===== src/rtl/s2mm_write_controller_pkg.sv =====
// s2mm_write_controller_pkg: AXI constants, FSM encoding and width helper shared by the S2MM writer
package s2mm_write_controller_pkg;

   localparam logic [1:0] BURST_INCR = 2'b01;
   localparam logic [1:0] RESP_OKAY  = 2'b00;

   typedef enum logic [1:0] {
      S_IDLE,
      S_ADDR,
      S_DATA,
      S_RESP
   } state_t;

   function automatic int clog2(input int value);
      int r;
      r = 0;
      for (int i = 0; i < 31; i++)
         if ((1 << i) < value) r = i + 1;
      return r;
   endfunction

endpackage


===== src/rtl/s2mm_write_controller_stream_fifo.sv =====
// stream_fifo: synchronous FIFO; a pushed word is visible at the head on the following cycle
module stream_fifo #(
   parameter int WIDTH     = 32,
   parameter int LOG_DEPTH = 5
) (
   input  logic                 aclk,
   input  logic                 aresetn,
   input  logic                 i_push,
   input  logic [WIDTH-1:0]     i_data,
   input  logic                 i_pop,
   output logic [WIDTH-1:0]     o_data,
   output logic                 o_full,
   output logic                 o_empty,
   output logic [LOG_DEPTH:0]   o_count
);

   localparam int DEPTH = 1 << LOG_DEPTH;

   logic [WIDTH-1:0]   r_mem [DEPTH];
   logic [LOG_DEPTH:0] r_wr_ptr;
   logic [LOG_DEPTH:0] r_rd_ptr;
   logic               w_push;
   logic               w_pop;

   assign o_count = r_wr_ptr - r_rd_ptr;
   assign o_full  = o_count == (LOG_DEPTH + 1)'(DEPTH);
   assign o_empty = r_wr_ptr == r_rd_ptr;
   assign o_data  = r_mem[r_rd_ptr[LOG_DEPTH-1:0]];
   assign w_push  = i_push && !o_full;
   assign w_pop   = i_pop && !o_empty;

   // Storage needs no reset; the pointers alone define which entries are valid
   always_ff @(posedge aclk)
      if (w_push) r_mem[r_wr_ptr[LOG_DEPTH-1:0]] <= i_data;

   // Pointer update; pushes when full and pops when empty are ignored
   always_ff @(posedge aclk or negedge aresetn)
      if (!aresetn) begin
         r_wr_ptr <= '0;
         r_rd_ptr <= '0;
      end else begin
         if (w_push) r_wr_ptr <= r_wr_ptr + (LOG_DEPTH + 1)'(1);
         if (w_pop) r_rd_ptr <= r_rd_ptr + (LOG_DEPTH + 1)'(1);
      end

endmodule


===== src/rtl/s2mm_write_controller.sv =====
// s2mm_write_controller: stages an AXI-Stream into a FIFO and writes it out as single-outstanding AXI4 bursts
module s2mm_write_controller
   import s2mm_write_controller_pkg::*;
#(
   parameter int MM_ADDR_WIDTH  = 32,
   parameter int DATA_WIDTH     = 32,
   parameter int BURST_LEN      = 16,
   parameter int FIFO_LOG_DEPTH = 5
) (
   input  logic                      aclk,
   input  logic                      aresetn,
   input  logic [4:0]                SM_log_length,
   input  logic [MM_ADDR_WIDTH-1:0]  SM_write_buffer,
   output logic                      SM_writing,
   input  logic [DATA_WIDTH-1:0]     s_axis_tdata,
   input  logic                      s_axis_tvalid,
   output logic                      s_axis_tready,
   output logic [MM_ADDR_WIDTH-1:0]  m_axi_awaddr,
   output logic [7:0]                m_axi_awlen,
   output logic [2:0]                m_axi_awsize,
   output logic [1:0]                m_axi_awburst,
   output logic                      m_axi_awvalid,
   input  logic                      m_axi_awready,
   output logic [DATA_WIDTH-1:0]     m_axi_wdata,
   output logic [DATA_WIDTH/8-1:0]   m_axi_wstrb,
   output logic                      m_axi_wlast,
   output logic                      m_axi_wvalid,
   input  logic                      m_axi_wready,
   input  logic [1:0]                m_axi_bresp,
   input  logic                      m_axi_bvalid,
   output logic                      m_axi_bready,
   output logic [7:0]                err_count
);

   localparam int SIZE_LOG = clog2(DATA_WIDTH / 8);

   state_t                   r_state;
   state_t                   w_next;
   logic [MM_ADDR_WIDTH-1:0] r_base;
   logic [4:0]               r_len_log;
   logic [4:0]               w_len_log;
   logic [31:0]              r_offset;
   logic [8:0]               r_beat;
   logic [8:0]               w_beats;
   logic [32:0]              w_buf_words;
   logic [32:0]              w_remaining;
   logic [32:0]              w_offset_sum;
   logic                     r_writing;
   logic [7:0]               r_err_count;
   logic [DATA_WIDTH-1:0]    w_fifo_data;
   logic [FIFO_LOG_DEPTH:0]  w_fifo_count;
   logic                     w_fifo_full;
   logic                     w_fifo_empty;
   logic                     w_buf_start;
   logic                     w_w_hs;
   logic                     w_b_hs;
   logic                     w_last_beat;

   stream_fifo #(
      .WIDTH     (DATA_WIDTH),
      .LOG_DEPTH (FIFO_LOG_DEPTH)
   ) u_fifo (
      .aclk    (aclk),
      .aresetn (aresetn),
      .i_push  (s_axis_tvalid),
      .i_data  (s_axis_tdata),
      .i_pop   (w_w_hs),
      .o_data  (w_fifo_data),
      .o_full  (w_fifo_full),
      .o_empty (w_fifo_empty),
      .o_count (w_fifo_count)
   );

   // While waiting at a buffer start the live length is used, so the threshold matches what gets latched
   assign w_buf_start  = r_state == S_IDLE && r_offset == '0;
   assign w_len_log    = w_buf_start ? SM_log_length : r_len_log;
   assign w_buf_words  = 33'd1 << w_len_log;
   assign w_remaining  = w_buf_words - {1'b0, r_offset};
   assign w_beats      = (w_remaining < 33'(BURST_LEN)) ? 9'(w_remaining) : 9'(BURST_LEN);
   assign w_offset_sum = {1'b0, r_offset} + 33'(w_beats);
   assign w_last_beat  = r_beat == w_beats - 9'd1;
   assign w_w_hs       = r_state == S_DATA && !w_fifo_empty && m_axi_wready;
   assign w_b_hs       = r_state == S_RESP && m_axi_bvalid;

   assign s_axis_tready = !w_fifo_full;
   assign m_axi_awaddr  = r_base + (MM_ADDR_WIDTH'(r_offset) << SIZE_LOG);
   assign m_axi_awlen   = 8'(w_beats - 9'd1);
   assign m_axi_awsize  = 3'(SIZE_LOG);
   assign m_axi_awburst = BURST_INCR;
   assign m_axi_wdata   = w_fifo_data;
   assign m_axi_wstrb   = '1;
   assign SM_writing    = r_writing;
   assign err_count     = r_err_count;

   // Next state and channel handshake outputs
   always_comb begin
      w_next        = r_state;
      m_axi_awvalid = 1'b0;
      m_axi_wvalid  = 1'b0;
      m_axi_wlast   = 1'b0;
      m_axi_bready  = 1'b0;
      case (r_state)
         S_IDLE: if (32'(w_fifo_count) >= 32'(w_beats)) w_next = S_ADDR;
         S_ADDR: begin
            m_axi_awvalid = 1'b1;
            if (m_axi_awready) w_next = S_DATA;
         end
         S_DATA: begin
            m_axi_wvalid = !w_fifo_empty;
            m_axi_wlast  = w_last_beat;
            if (w_w_hs && w_last_beat) w_next = S_RESP;
         end
         S_RESP: begin
            m_axi_bready = 1'b1;
            if (m_axi_bvalid) w_next = S_IDLE;
         end
         default: w_next = S_IDLE;
      endcase
   end

   // State, buffer context, beat/offset progress, write pulse and error counter
   always_ff @(posedge aclk or negedge aresetn)
      if (!aresetn) begin
         r_state     <= S_IDLE;
         r_base      <= '0;
         r_len_log   <= '0;
         r_offset    <= '0;
         r_beat      <= '0;
         r_writing   <= 1'b0;
         r_err_count <= '0;
      end else begin
         r_state   <= w_next;
         r_writing <= w_w_hs;
         if (w_buf_start) begin
            r_base    <= SM_write_buffer;
            r_len_log <= SM_log_length;
         end
         if (w_w_hs) r_beat <= w_last_beat ? '0 : r_beat + 9'd1;
         if (w_b_hs) r_offset <= (w_offset_sum == w_buf_words) ? '0 : 32'(w_offset_sum);
         if (w_b_hs && m_axi_bresp != RESP_OKAY && r_err_count != 8'hFF) r_err_count <= r_err_count + 8'd1;
      end

endmodule


===== config.mk =====
export PLATFORM = sky130hd
export DESIGN_NAME = s2mm_write_controller
export DESIGN_NICKNAME = d
export VERILOG_FILES = /design/src/rtl/s2mm_write_controller_pkg.sv /design/src/rtl/s2mm_write_controller_stream_fifo.sv /design/src/rtl/s2mm_write_controller.sv
export SDC_FILE = /design/constraint.sdc
export NUM_CORES = 1
export LEC_CHECK = 0
export ABC_CLOCK_PERIOD_IN_PS = 14560
export CAP_MARGIN = 20
export CORE_MARGIN = 5
export CORE_UTILIZATION = 41
export CTS_CLUSTER_SIZE = 10
export DETAILED_ROUTE_END_ITERATION = 10
export PLACE_DENSITY = 0.62
export SETUP_SLACK_MARGIN = 0.2
export SLEW_MARGIN = 15
export SYNTH_ARGS = -nofsm -noshare
export SYNTH_HDL_FRONTEND = slang
export SYNTH_SLANG_ARGS = --single-unit

===== constraint.sdc =====
create_clock -name aclk -period 14.56 [get_ports aclk]
set_input_delay 2.912 -clock aclk [delete_from_list [all_inputs] [get_ports aclk]]
set_output_delay 2.912 -clock aclk [all_outputs]
set_load 0.03 [all_outputs]

Yosys cells after proc, flatten, opt, wreduce, memory -nomap -nowiden
Memory sizes are Yosys's and may differ from the RTL's.
Index checks and enable logic that the tools add are counted.
{ "totals": {"mem_count": 1, "ram_bits": 1024, "register_bits": 101, "word_cells": 64} }
{ "op_classes": {"shifts": 1, "reduce_logical": 15, "mux": 15, "n_eq_ne": 12, "magnitude_cmp": 2, "addsub": 9} }
{ "memory_table": {"columns": ["memory", "depth", "width", "rd", "rd_ports_with_merged_regs", "write_ports", "line", "text"], "rows": [
  ["u_fifo.r_mem", 32, 32, 1, 0, 1, "s2mm_write_controller_stream_fifo.sv:19", "logic [WIDTH-1:0] r_mem [DEPTH];"]
]} }
{ "op_table": {"columns": ["cell", "count"], "rows": [
  ["adder 32 x 9 -> 33 bit", 1],
  ["== test 33 bit", 1],
  ["< comparator 33 x 5 -> 1 bit (second input constant)", 1],
  ["left shift 1 x 5 -> 33 bit (first input constant)", 1],
  ["subtractor 33 x 32 -> 33 bit", 1],
  ["adder 32 bit", 1],
  ["zero test 32 bit", 1],
  ["two-way mux 32 bit", 1],
  ["two-way mux 9 bit", 2],
  ["adder 6 x 1 -> 6 bit (second input constant)", 2],
  ["adder 9 x 1 -> 9 bit (second input constant)", 1],
  ["== test 9 bit", 1],
  ["greater-or-equal comparator 6 x 9 -> 1 bit", 1],
  ["logical AND 1 bit", 9],
  ["subtractor 9 x 1 -> 9 bit (second input constant)", 1],
  ["adder 8 x 1 -> 8 bit (second input constant)", 1],
  ["two-way mux 2 bit", 4],
  ["inequality test 8 bit (second input constant)", 1],
  ["one-hot mux 2 bit (4 select lines)", 1],
  ["== test 6 bit", 1],
  ["== test 6 bit (second input constant)", 1],
  ["two-way mux 1 bit", 6],
  ["subtractor 6 bit", 1],
  ["two-way mux 5 bit", 1],
  ["8 further kinds", 12]
]} }

Logic depth before layout (Yosys ltp)
{ "depth": {"depth_word": 12, "depth_mapped": 44, "ltp_nobuf": 39} }

Modules after synthesis
Synthesis repeated with hierarchy kept, for this count alone.
{ "hier_totals": {"hier_cells": 3128, "hier_area_um2": 50816.2} }
{ "by_module_without_submodules": {"columns": ["module", "area_each_um2", "seq_area_each_um2", "cells_per_inst", "n_inst"], "rows": [
  ["stream_fifo", 39821.9, 31049.8, 1653, 1],
  ["s2mm_write_controller", 10994.3, 2227.1, 1475, 1]
]} }

Worst setup path before layout
OpenSTA, ideal clock, no wires.
{ "synth_path": {"path_kind": "input port to output port", "start": "input SM_log_length[1]", "end": "output m_axi_wlast", "required_ps": 11648, "stages": 28, "path_slack_ps": 2738, "t_arrival_ps": 8910, "cell_sequence": "clkbuf_1 nor3_1 a21oi_1 nor2_1 inv_1 ha_1 inv_1 fa_1 a211oi_2 o21ai_1 a2111oi_4 nor3_1 or3_1 a211oi_1 nand3b_1 or4_1 nor4_1 clkbuf_1 inv_1 nor2_1 inv_1 ha_1 xor2_1 o311ai_0 o31ai_1 a31oi_1 a211oi_1 and3_1"} }
{ "synth_between": {"elab_chain_cells": 8} }
{ "synth_lines": {"columns": ["element", "line", "text"], "rows": [
  ["from (decl)", "s2mm_write_controller.sv:12", "input logic [4:0] SM_log_length,"],
  ["two-way mux 5 bit *", null, null],
  ["left shift 1 x 5 -> 33 bit *", "s2mm_write_controller.sv:77", "assign w_buf_words = 33'd1 << w_len_log;"],
  ["subtractor 33 x 32 -> 33 bit *", "s2mm_write_controller.sv:78", "assign w_remaining = w_buf_words - {1'b0, r_offset};"],
  ["< comparator 33 x 5 -> 1 bit", "s2mm_write_controller.sv:79", "assign w_beats = (w_remaining < 33'(BURST_LEN)) ? 9'(w_remaining) : 9'(BURST_LEN);"],
  ["two-way mux 9 bit *", "s2mm_write_controller.sv:79", null],
  ["subtractor 9 x 1 -> 9 bit *", null, null],
  ["net m_axi_awlen[0]", "s2mm_write_controller.sv:19", "output logic [7:0] m_axi_awlen,"],
  ["== test 9 bit *", "s2mm_write_controller.sv:81", "assign w_last_beat = r_beat == w_beats - 9'd1;"],
  ["two-way mux 1 bit *", "s2mm_write_controller.sv:102", "case (r_state)"],
  ["to (decl)", "s2mm_write_controller.sv:26", "output logic m_axi_wlast,"]
]} }
The timed path passes the listed nets; every way through them passes the cells marked *.

Final worst setup path
{ "layout_path": {"start": "input SM_log_length[1]", "end": "output m_axi_wlast"} }
{ "layout_between": {"elab_chain_cells": 8} }
{ "layout_lines": {"columns": ["element", "line"], "rows": [
  ["two-way mux 5 bit *", null],
  ["left shift 1 x 5 -> 33 bit *", "s2mm_write_controller.sv:77"],
  ["subtractor 33 x 32 -> 33 bit *", "s2mm_write_controller.sv:78"],
  ["< comparator 33 x 5 -> 1 bit", "s2mm_write_controller.sv:79"],
  ["two-way mux 9 bit *", "s2mm_write_controller.sv:79"],
  ["subtractor 9 x 1 -> 9 bit *", null],
  ["== test 9 bit *", "s2mm_write_controller.sv:81"],
  ["two-way mux 1 bit *", "s2mm_write_controller.sv:102"]
]} }
Every way passes the cells marked *; elsewhere a longest branch is shown, timed or not.

==> results.toml <==
[setup_path]
cpMaxStageDelayCell = "clkdlybuf4s50_1"
r2r_start = "r_state[0]$_DFFE_PN0P_"
worst-path-max-fanout = 12
crit_path_capture_type = "output pin"
critPathKind = "input pin to output pin"
timing.critical_path.arrival_ns = 10.60
most_common_cell_on_crit_path = "inv_1"
crit_start = "SM_log_length[1]"
r2r_end = "r_offset[8]$_DFFE_PN0P_"
cp_data_required_time_ns = 11.65
r2r.worst_path.cells = 40
crit_path_max_incr_delay_ns = 0.67
regToRegSetupSlack_ns = 3.31
critical_path.startpoint_type = "input pin"

[power_and_ir_drop]
internal_power_mw = 7.00
power_switching_share_pct = 32.5
switchingPower_mw = 3.38
power_frac_clock_pct = 28.6
worst_ir_drop_vdd_mv = 0.180
power_frac_seq_pct = 37.9
power_mw = 10.4
leakage_nw = 19.0
p_comb_share_pct = 33.5
power.density_cell_area_nw_per_um2 = 180

[yosys]
yosys_warns = 0
synth-async-reset-ratio_pct = 8.98
synth_seq_cells = 1125
edff_count_synth = 1024
synth-seq-area-share_pct = 66.4
top_reg_cell_synth = "edfxtp_1"
synth_cells = 3089
synthesized_area_um2 = 50100
syn_area_per_cell_um2 = 16.2
yosys.cell_types.count = 85

[clock_network]
maximum_level_of_the_cts_h_tree = 4
clkSinkCount = 1125
cts_setup_buffers = 0
cts_inserted_buffers = 133
cts.hold.buffers_added = 0
cts_root_buf = "clkbuf_16"
tritoncts_clock_tree = "yes"
cts.clk_slew.worst_paths_ns = 0.06
cts_buffer_depth = 3
worstSkewPairLatency_ns = 0.75
cts.repair.resized = 0

[drt]
wl_met1_mm = 55.5
detail_route.wl_per_cell_um = 26.6
vias = 29000
top_layer_used = "met5"
wl_met2_mm = 63.2
first_pass_iters = 6
via_per_inst = 5.85
wl_met3_mm = 9.89
totalWireLength_mm = 132
violation_count_after_the_first_detailed_route_iteration = 3393
route.antenna.remaining_nets = 0
post-route-drc-count = 0

[timing]
fin_crit_ns = 13.51
final_setup_violation_count = 0
hold_vio_cnt_final = 0
max_slew.worst_pin.slew_ns = 1.09
final_period_utilization_pct = 92.8
rsz0062_at_grt = "no"
maxClockFrequency_mhz = 74.0
final.setup.tns_ns = 0
slew_limit_fails = 0
final.setup_skew_ns = 0.0405
max-slew-margin-rel_pct = 26.6

[hold_path]
worst_hold_startpoint = "r_base[0]$_DFFE_PN0N_"
timing.hold.worst_path_depth = 2
hold_path_end = "r_base[0]$_DFFE_PN0N_"
worstHoldPathType = "flip-flop to flip-flop"

[grt]
globalRouteOverflowTotal = 0
antenna_found_initial = 5
grt_max_degree = 69
number_of_global_route_vias_before_repair = 28900
grt_use_total_pct = 20.2
wire_length_of_the_first_global_routing_pass_mm = 195

[die]
die_w_um = 360
die_height_um = 360
dieArea_um2 = 129000
rows = 128
placeableCoreArea_um2 = 122000
start_util_pct = 41.2
boundaryPins = 172

[placed_design]
gpl.final_weighted_congestion = 0.934
place.detailed.hpwl_mm = 74.3
placedInstanceArea_um2 = 53900
place.detailed.instances = 4790
port-buffer-count = 162

[final_layout]
multi_input_area_um2 = 16300
drive_above_1_share_pct = 19.0
layout-area-overhead-vs-synth_pct = 15.0
num-fill-cells = 10300
mostFrequentLayoutCell = "edfxtp_1"
most_used_cells_in_the_layout_excluding_fill_and_tap_cells = "edfxtp_1 (1024), nand2_1 (328), mux4_2 (320)"
final_cell_area_um2 = 57700
nets = 3475
layoutNonFillerInstCount = 4963
finish.utilization_pct = 47.4
register_area_um2 = 33300

[status]
status = "finished, final reports clean"

[flow_run]
cap_violations = 0
==> sequential cells by signal, indices dropped and copies added, names as in the netlist <==
signal	count
SM_writing	1
err_count	8
u_fifo.r_rd_ptr	6
r_base	32
r_state	2
u_fifo.r_wr_ptr	6
r_len_log	5
u_fifo.r_mem	1024
r_offset	32
r_beat	9
==> metrics by stage <==
step                      setup slack, ns  hold slack, ns
after global placement               1.31           0.455
after CTS                            1.10           0.471
after floorplan                      2.74           0.440
after detailed placement             1.15           0.460
after global routing                0.379           0.498
final                                1.05           0.467
==> power by group through the flow <==
stage	registers, mW	clock network, mW	logic [mW]
detailed placement	4.00	0	3.52
global placement	3.99	0	3.51
global route	3.96	3.17	3.73
floorplan	3.89	0	2.41
finish	3.93	2.97	3.48
CTS	3.94	3.03	3.53
==> kinds of logic after synthesis <==
kind of cell               synth area share, %
xor gates and xnor gates                  2.17
buffers and inverters                     1.82
and+or+nand+nor                           8.19
AOI/OAI and AO/OA                         4.32
other                                   0.0150
muxes                                     14.7
DFF                                       66.4
adders and majority gates                 2.46
==> critical path: cells and delay by family <==
family                   cells  cell delay, ns
AND/OR/NAND/NOR              7            1.66
AO/OA/AOI/OAI               10            2.85
buffers and inverters        7            1.81
multiplexers                 1            0.27
adder cells (fa/ha/maj)      3            0.81
XOR/XNOR                     1            0.24
==> final cells by class <==
cell class / count / area share [%]
flip-flops and latches: 1125 / 57.7
multi-input cells: 1753 / 28.2
clock buffers: 148 / 5.92
repair buffers: 217 / 3.58
well taps: 1625 / 3.52
clock inverters: 22 / 0.625
inverters: 72 / 0.477
diodes: 1 / 0.00434
==> worst max path at each step <==
stage	slack (ns)	endpoint
5_1_grt	0.38	m_axi_wlast
3_3_place_gp	1.31	m_axi_wlast
2_1_floorplan	2.74	m_axi_wlast
4_1_cts	1.10	m_axi_wlast
3_5_place_dp	1.15	m_axi_wlast
6_report	1.05	m_axi_wlast
==> cell usage after synthesis, types with 23 or more instances <==
| cell type | number | area share, % |
|---|---|---|
| a21o_1 | 29 | 0.43 |
| ha_1 | 92 | 2.3 |
| buf_1 | 28 | 0.21 |
| xnor2_1 | 100 | 1.7 |
| nand4_1 | 28 | 0.35 |
| nor3_1 | 52 | 0.52 |
| clkbuf_1 | 102 | 0.76 |
| inv_1 | 71 | 0.53 |
| nand3_1 | 60 | 0.60 |
| a21oi_1 | 96 | 0.96 |
| edfxtp_1 | 1024 | 61 |
| dfrtp_1 | 101 | 5.0 |
| nor4_1 | 23 | 0.29 |
| xor2_1 | 24 | 0.42 |
| o21ai_0 | 65 | 0.65 |
| nand2_1 | 328 | 2.5 |
| nor2_2 | 24 | 0.30 |
| nor2_1 | 173 | 1.3 |
| mux4_2 | 320 | 14 |
==> routing by layer <==
layer,vias up,GRT usage (%)
met2,1235,32.3
met1,15100,28.7
li1,12500,-
met5,-,0
met4,4,6.22
met3,221,3.44
No activity file was read; power rests on OpenSTA's default activity.
